==> config.mk <==
export PLATFORM = sky130hd
export DESIGN_NAME = video_timing_gen_flat
export DESIGN_NICKNAME = d
export VERILOG_FILES = /design/src/rtl/video_timing_gen_if.sv /design/src/rtl/video_timing_gen.sv /design/src/flat_wrapper.sv
export SDC_FILE = /design/constraint.sdc
export NUM_CORES = 1
export LEC_CHECK = 0
export BUFFER_PORTS_ARGS = -buffer_cell sky130_fd_sc_hd__buf_2
export CAP_MARGIN = 10
export CORE_ASPECT_RATIO = 0.75
export CORE_MARGIN = 1.5
export CORE_UTILIZATION = 55
export DETAILED_ROUTE_END_ITERATION = 10
export GPL_TIMING_DRIVEN = 0
export PLACE_DENSITY = 0.85
export SLEW_MARGIN = 20
export SYNTH_ARGS = -nofsm -noshare
export SYNTH_HDL_FRONTEND = slang
export SYNTH_SLANG_ARGS = --single-unit
==> constraint.sdc <==
create_clock -name clk -period 2.7 [get_ports clk]
set_input_delay 0.135 -clock clk [delete_from_list [all_inputs] [get_ports clk]]
set_output_delay 0.135 -clock clk [all_outputs]
set_load 0.1 [all_outputs]
==> src/rtl/video_timing_gen_if.sv <==
// Video timing bus: run request in, raster timing, coordinates, pixel request and pattern out.
// master = timing generator, slave = downstream consumer / upstream pixel source.
interface video_timing_gen_if #(
    parameter int CW = 12
);
    logic          en;
    logic          hsync;
    logic          vsync;
    logic          de;
    logic [CW-1:0] x;
    logic [CW-1:0] y;
    logic          req;
    logic          frame_start;
    logic          line_start;
    logic          running;
    logic [23:0]   rgb;

    modport master (
        input  en,
        output hsync, vsync, de, x, y, req, frame_start, line_start, running, rgb
    );

    modport slave (
        output en,
        input  hsync, vsync, de, x, y, req, frame_start, line_start, running, rgb
    );
endinterface

==> src/rtl/video_timing_gen.sv <==
// Parametrised raster timing generator with run/stop control that always completes the frame.
// Define VIDEO_TIMING_PATTERN_EN to drive an 8-bar colour test pattern on rgb (otherwise rgb = 0).
module video_timing_gen #(
    parameter int H_ACTIVE = 640,
    parameter int H_FP     = 16,
    parameter int H_SYNC   = 96,
    parameter int H_BP     = 48,
    parameter int V_ACTIVE = 480,
    parameter int V_FP     = 10,
    parameter int V_SYNC   = 2,
    parameter int V_BP     = 33,
    parameter int H_POL    = 0,
    parameter int V_POL    = 0,
    parameter int LEAD     = 2,
    parameter int CW       = 12
) (
    input  logic               clk,
    input  logic               sys_reset,
    video_timing_gen_if.master bus
);
    localparam int H_TOTAL = H_ACTIVE + H_FP + H_SYNC + H_BP;
    localparam int V_TOTAL = V_ACTIVE + V_FP + V_SYNC + V_BP;

    localparam logic [CW-1:0] H_ACT_C  = CW'(H_ACTIVE);
    localparam logic [CW-1:0] HS_BEG_C = CW'(H_ACTIVE + H_FP);
    localparam logic [CW-1:0] HS_END_C = CW'(H_ACTIVE + H_FP + H_SYNC);
    localparam logic [CW-1:0] H_LAST_C = CW'(H_TOTAL - 1);
    localparam logic [CW-1:0] V_ACT_C  = CW'(V_ACTIVE);
    localparam logic [CW-1:0] VS_BEG_C = CW'(V_ACTIVE + V_FP);
    localparam logic [CW-1:0] VS_END_C = CW'(V_ACTIVE + V_FP + V_SYNC);
    localparam logic [CW-1:0] V_LAST_C = CW'(V_TOTAL - 1);
    localparam logic [CW-1:0] LEAD_C   = CW'(LEAD);

    localparam logic HS_ACT = (H_POL != 0);
    localparam logic VS_ACT = (V_POL != 0);

    localparam logic [1:0] S_IDLE  = 2'd0;
    localparam logic [1:0] S_RUN   = 2'd1;
    localparam logic [1:0] S_DRAIN = 2'd2;

    logic [1:0]    state_q, state_d;
    logic [CW-1:0] hcnt_q, hcnt_d, vcnt_q, vcnt_d;
    logic [CW-1:0] lh_q, lh_d, lv_q, lv_d;
    logic          lwrap_q, lwrap_d;

    logic          de_q, hs_q, vs_q, req_q, fs_q, ls_q, run_q;
    logic [CW-1:0] x_q, y_q;

    logic active, h_last, v_last, lh_last, lv_last;
    logic de_c, req_c, hs_c, vs_c;

    assign active  = (state_q != S_IDLE);
    assign h_last  = (hcnt_q == H_LAST_C);
    assign v_last  = (vcnt_q == V_LAST_C);
    assign lh_last = (lh_q == H_LAST_C);
    assign lv_last = (lv_q == V_LAST_C);

    assign de_c = (hcnt_q < H_ACT_C) && (vcnt_q < V_ACT_C);
    assign hs_c = (hcnt_q >= HS_BEG_C) && (hcnt_q < HS_END_C);
    assign vs_c = (vcnt_q >= VS_BEG_C) && (vcnt_q < VS_END_C);
    // Once the lead counter has wrapped into the next frame, only request if we are going to keep running.
    assign req_c = (lh_q < H_ACT_C) && (lv_q < V_ACT_C) && (!lwrap_q || bus.en);

    always_comb begin
        state_d = state_q;
        hcnt_d  = hcnt_q;
        vcnt_d  = vcnt_q;
        lh_d    = lh_q;
        lv_d    = lv_q;
        lwrap_d = lwrap_q;
        case (state_q)
            S_IDLE: begin
                if (bus.en) state_d = S_RUN;
                hcnt_d  = '0;
                vcnt_d  = '0;
                lh_d    = LEAD_C;
                lv_d    = '0;
                lwrap_d = 1'b0;
            end
            S_RUN, S_DRAIN: begin
                // en is only decisive on the last cycle of a frame; elsewhere it just selects RUN/DRAIN.
                if (h_last && v_last) state_d = bus.en ? S_RUN : S_IDLE;
                else                  state_d = bus.en ? S_RUN : S_DRAIN;
                hcnt_d = h_last ? '0 : hcnt_q + CW'(1);
                if (h_last) vcnt_d = v_last ? '0 : vcnt_q + CW'(1);
                lh_d = lh_last ? '0 : lh_q + CW'(1);
                if (lh_last) lv_d = lv_last ? '0 : lv_q + CW'(1);
                if (lh_last && lv_last)    lwrap_d = 1'b1;
                else if (h_last && v_last) lwrap_d = 1'b0;
            end
            default: state_d = S_IDLE;
        endcase
    end

    always_ff @(posedge clk or posedge sys_reset) begin
        if (sys_reset) begin
            state_q <= S_IDLE;
            hcnt_q  <= '0;
            vcnt_q  <= '0;
            lh_q    <= LEAD_C;
            lv_q    <= '0;
            lwrap_q <= 1'b0;
            de_q    <= 1'b0;
            hs_q    <= ~HS_ACT;
            vs_q    <= ~VS_ACT;
            req_q   <= 1'b0;
            fs_q    <= 1'b0;
            ls_q    <= 1'b0;
            run_q   <= 1'b0;
            x_q     <= '0;
            y_q     <= '0;
        end else begin
            state_q <= state_d;
            hcnt_q  <= hcnt_d;
            vcnt_q  <= vcnt_d;
            lh_q    <= lh_d;
            lv_q    <= lv_d;
            lwrap_q <= lwrap_d;
            de_q    <= active && de_c;
            hs_q    <= (active && hs_c) ? HS_ACT : ~HS_ACT;
            vs_q    <= (active && vs_c) ? VS_ACT : ~VS_ACT;
            req_q   <= active && req_c;
            fs_q    <= active && (hcnt_q == '0) && (vcnt_q == '0);
            ls_q    <= active && (hcnt_q == '0);
            run_q   <= active;
            x_q     <= (active && de_c) ? hcnt_q : '0;
            y_q     <= (active && de_c) ? vcnt_q : '0;
        end
    end

    assign bus.de          = de_q;
    assign bus.hsync       = hs_q;
    assign bus.vsync       = vs_q;
    assign bus.req         = req_q;
    assign bus.frame_start = fs_q;
    assign bus.line_start  = ls_q;
    assign bus.running     = run_q;
    assign bus.x           = x_q;
    assign bus.y           = y_q;

`ifdef VIDEO_TIMING_PATTERN_EN
    localparam int BAR_W = H_ACTIVE / 8;

    logic [6:0]  bar_ge;
    logic [2:0]  bar;
    logic [23:0] color;
    logic        frame_odd_q;
    logic [23:0] rgb_q;

    // Thermometer of bar boundaries; the last bar takes whatever remains of the line.
    for (genvar gi = 0; gi < 7; gi++) begin : g_bar
        assign bar_ge[gi] = (hcnt_q >= CW'((gi + 1) * BAR_W));
    end

    assign bar = 3'($countones(bar_ge));

    always_comb begin
        color = {{8{~bar[1]}}, {8{~bar[2]}}, {8{~bar[0]}}};
        if ((bar == 3'd0) && (vcnt_q == '0) && frame_odd_q) color = ~color;
    end

    always_ff @(posedge clk or posedge sys_reset) begin
        if (sys_reset) begin
            frame_odd_q <= 1'b0;
            rgb_q       <= '0;
        end else begin
            if (active && h_last && v_last) frame_odd_q <= ~frame_odd_q;
            rgb_q <= (active && de_c) ? color : '0;
        end
    end

    assign bus.rgb = rgb_q;
`else
    assign bus.rgb = 24'h0;
`endif
endmodule

==> src/flat_wrapper.sv <==
// flat-port wrapper written by rule: the top's interface ports become plain ports
module video_timing_gen_flat 
#(
    parameter int H_ACTIVE = 640,
    parameter int H_FP     = 16,
    parameter int H_SYNC   = 96,
    parameter int H_BP     = 48,
    parameter int V_ACTIVE = 480,
    parameter int V_FP     = 10,
    parameter int V_SYNC   = 2,
    parameter int V_BP     = 33,
    parameter int H_POL    = 0,
    parameter int V_POL    = 0,
    parameter int LEAD     = 2,
    parameter int CW       = 12
)
  (clk, sys_reset, bus_en, bus_hsync, bus_vsync, bus_de, bus_x, bus_y, bus_req, bus_frame_start, bus_line_start, bus_running, bus_rgb);
  video_timing_gen_if #(.CW(CW)) bus_i ();
  input  logic clk;
  input  logic sys_reset;
  input wire logic [$bits(bus_i.en)-1:0] bus_en;
  output wire logic [$bits(bus_i.hsync)-1:0] bus_hsync;
  output wire logic [$bits(bus_i.vsync)-1:0] bus_vsync;
  output wire logic [$bits(bus_i.de)-1:0] bus_de;
  output wire logic [$bits(bus_i.x)-1:0] bus_x;
  output wire logic [$bits(bus_i.y)-1:0] bus_y;
  output wire logic [$bits(bus_i.req)-1:0] bus_req;
  output wire logic [$bits(bus_i.frame_start)-1:0] bus_frame_start;
  output wire logic [$bits(bus_i.line_start)-1:0] bus_line_start;
  output wire logic [$bits(bus_i.running)-1:0] bus_running;
  output wire logic [$bits(bus_i.rgb)-1:0] bus_rgb;
  assign bus_i.en = bus_en;
  assign bus_hsync = bus_i.hsync;
  assign bus_vsync = bus_i.vsync;
  assign bus_de = bus_i.de;
  assign bus_x = bus_i.x;
  assign bus_y = bus_i.y;
  assign bus_req = bus_i.req;
  assign bus_frame_start = bus_i.frame_start;
  assign bus_line_start = bus_i.line_start;
  assign bus_running = bus_i.running;
  assign bus_rgb = bus_i.rgb;
  video_timing_gen #(.H_ACTIVE(H_ACTIVE), .H_FP(H_FP), .H_SYNC(H_SYNC), .H_BP(H_BP), .V_ACTIVE(V_ACTIVE), .V_FP(V_FP), .V_SYNC(V_SYNC), .V_BP(V_BP), .H_POL(H_POL), .V_POL(V_POL), .LEAD(LEAD), .CW(CW)) u_core (.clk(clk), .sys_reset(sys_reset), .bus(bus_i));
endmodule
==> results.txt <==
Status: finished, final reports clean
Area added between synthesis and finish: 15.53%
Drt drc: 0
TritonCTS clock tree: yes
WP data required: 3.00 ns
Placed Cells incl. Taps: 612
Relative slew slack: 63.15%
Vias per cell: 5.702
Endpoints failing setup: 0
Static Leakage: 2.276 nW
Gr ovfl total: 0
M3 GR Usage: 5.501%
Setup crit end kind: register
Slowest stage cell, crit path: dfrtp_1
Synthesized cell area: 4269 µm²
Critical Path Start Type: register
DRT iter0 DRCs: 217
Pwr/cell area: 838.3 nW/µm²
Synth async-reset ratio: 100.0%
Hold slack: 0.3013 ns
Initial Util: 57.44%
Global placement routability congestion: 0.8668
Post-layout min period: 2.451 ns
Post-synth EDFFs: 0
Clock-pin slew on the worst setup and hold paths: 0.09 ns
Worst path buffer plus inverter count: 3
Type of the worst min-delay path: input pin to async pin
Number of global-route vias before repair: 3,434
Synth area leader: dfrtp_1
Longest Clk Path Bufs: 2
Crit path top cell by count: clkbuf_1
Layout cells sized above 1: 18.34%
Met2 track demand over resource: 41.57%
Final #Nets: 536
Cell Chain, Critical Path: inv_1 -> ha_1 -> clkbuf_1 -> nor4_1 -> nand3_1 -> nor3_2 -> clkbuf_1 -> and2_1
Post-DR wirelength/cell: 15.20 µm
Total die area: 8305 µm²
Final non-filler cell total: 630
Synth warnings: 0
Final Hold Viols: 0
Area contributors post-synth: dfrtp_1 (46%), buf_4 (4.4%), nand2_1 (4.3%)
Worst-Margin Slew: 0.5528 ns
Critical path class: register to register
VDD IR max: 562.3 µV
FMAX: 408.0 MHz
Yosys reg bits: 82
Synth unique cells: 57
Largest net degree at the start of global routing: 60
Syn avg cell area: 9.508 µm²
Clk_lat worst skew: 0.37 ns
Worst endpoint data arrival time: 2.75 ns
Crit share post-route: 90.78%
Total power: 4.135 mW
Worst setup startpoint: u_core.state_q[0]
H-tree depth: 3
GR Util met1: 31.43%
Root Driver: clkbuf_8
Most used routing layer: met2
# IOs: 58
RSZ-0062 raised after global routing: no
Placement Rows: 27
DRT Wirelength: 9.576 mm
GRT Util Overall: 24.70%
Die H: 79.30 µm
Synthesized instance count: 449
Critical path fanouts, max: 10
Util after Layout: 66.36%
Detailed Routing Iterations Pass 1: 7
Synth top area share: 46.31%
R2R Path Start: u_core.state_q[0]
Final Max Slew Viols: 0
Initial antenna violation count: 0
Max-Cap Viols: 0
Vias: 3,592
Num Clock Sinks: 82
Fillers: 577
Port Buffers: 33
Post-DP HPWL: 6.775 mm
CORE AREA: 7432 µm²
Die X: 104.7 µm
First-pass GRT wire length: 16.17 mm
Primary FF master, synth: dfrtp_1
Seq/Total Area, Yosys: 48.15%
DRT antenna net count: 0
Fin Setup TNS: 0 ns
CTS buffer count: 9
Cell family with most CP delay: simple AND/OR/NAND/NOR gates
Clock skew: 0.008374 ns
CP max stage delay: 0.36 ns
Antenna Cells: 0
==> tightest hold or removal path, stage by stage <==
cell           delay, ns
dlygate4sd3_1       0.54
buf_2               0.14
inv_4               0.26
==> cells in the mapped netlist, types with 4 or more instances <==
library cell / n
o21ai_1: 22
ha_1: 9
nor4b_1: 4
and4_1: 8
and2_1: 16
dfrtp_1: 79
o21ai_0: 8
nor2_1: 28
inv_1: 21
xnor2_1: 4
nand4_1: 10
o211ai_1: 5
nor4_1: 10
buf_4: 25
nor2b_1: 4
or3_1: 4
a21oi_1: 13
and3_1: 6
nand2_1: 49
o31ai_1: 4
clkbuf_1: 17
a31oi_1: 10
nand3_1: 28
xor2_1: 7
nor3_1: 9
==> report_power, final <==
| group | switching, mW | total (mW) | internal [mW] |
|---|---|---|---|
| logic | 1.42 | 1.80 | 0.384 |
| registers | 0.0620 | 1.40 | 1.34 |
| clock network | 0.472 | 0.935 | 0.463 |
==> per-layer routing <==
metal | vias up | share of wire (%)
li1 | 1678 | -
met5 | - | 0
met3 | 20 | 7.1
met2 | 168 | 49
met4 | 0 | 2.0
met1 | 1726 | 42
==> cell families after synthesis <==
kind of cell	share of synthesized area (%)
mux	0.4690
compound gates	12.81
fa+ha+maj	2.638
simple gates	24.97
xor+xnor	2.257
flops	48.15
other cells	0.08784
buf+inv	8.617
==> timing repair <==
action / in CTS / in global routing
setup buffers: 0 / 0
endpoints found under the setup margin: 0 / 9
hold buffers: 2 / 0
hold endpoints to repair: 23 / 0
gates resized for setup: 0 / 1
==> cell type report <==
cell class	instances	area [µm²]	share of cell area [%]
Tap cell	101	126.4	2.562
Clock inverter	6	73.82	1.497
Sequential cell	82	2056	41.68
Clock buffer	10	137.6	2.790
Timing Repair Buffer	36	212.7	4.313
Buffer	49	289.0	5.860
Inverter	21	81.33	1.649
Multi-Input combinational cell	325	1956	39.65
==> cell usage in the layout, fill, tap and decap left out, types with 9 or more instances in the layout <==
cell type,count
nand4_1,10
clkbuf_8,10
a21oi_1,13
clkbuf_1,17
and2_1,16
buf_4,25
inv_1,20
nor2_1,28
conb_1,29
nand2_1,49
nor4_1,10
a31oi_1,10
nand3_1,28
dfrtp_1,79
o21ai_1,22
buf_2,36
ha_1,9
==> state kept, by name, summed over array words and instances, names as in the netlist <==
register and cells:
u_core.bus.hsync 1, u_core.bus.vsync 1, u_core.lwrap_q 1, u_core.lv_q 12
u_core.bus.line_start 1, u_core.bus.de 1, u_core.bus.running 1, u_core.hcnt_q 12
u_core.bus.req 1, u_core.vcnt_q 12, u_core.bus.x 12, u_core.state_q 2
u_core.bus.frame_start 1, u_core.lh_q 12, u_core.bus.y 12
==> worst paths after layout <==
| kind | to | slack (ns) | depth (start not counted) |
|---|---|---|---|
| worst min register to register | u_core.lh_q[11] | 0.51 | 1 |
| worst max register to register | u_core.bus.x[6] | 0.25 | 8 |
| min in group clk | u_core.lh_q[11] | 0.51 | 1 |
| max in group asynchronous | u_core.bus.vsync | 1.76 | 4 |
| worst max-delay path | u_core.bus.x[6] | 0.25 | 8 |
| worst min-delay path | u_core.lh_q[0] | 0.30 | 3 |
==> per-stage QoR <==
| stage | area, µm² | setup slack, ns |
|---|---|---|
| floorplan | 4374 | 0.4615 |
| global placement | 4666 | -0.3713 |
| detailed placement | 4696 | 0.1370 |
| CTS | 4927 | 0.1354 |
| global route | 4932 | 0.01823 |
| finish | 4932 | 0.2488 |
No activity file was read; power rests on OpenSTA's default activity.
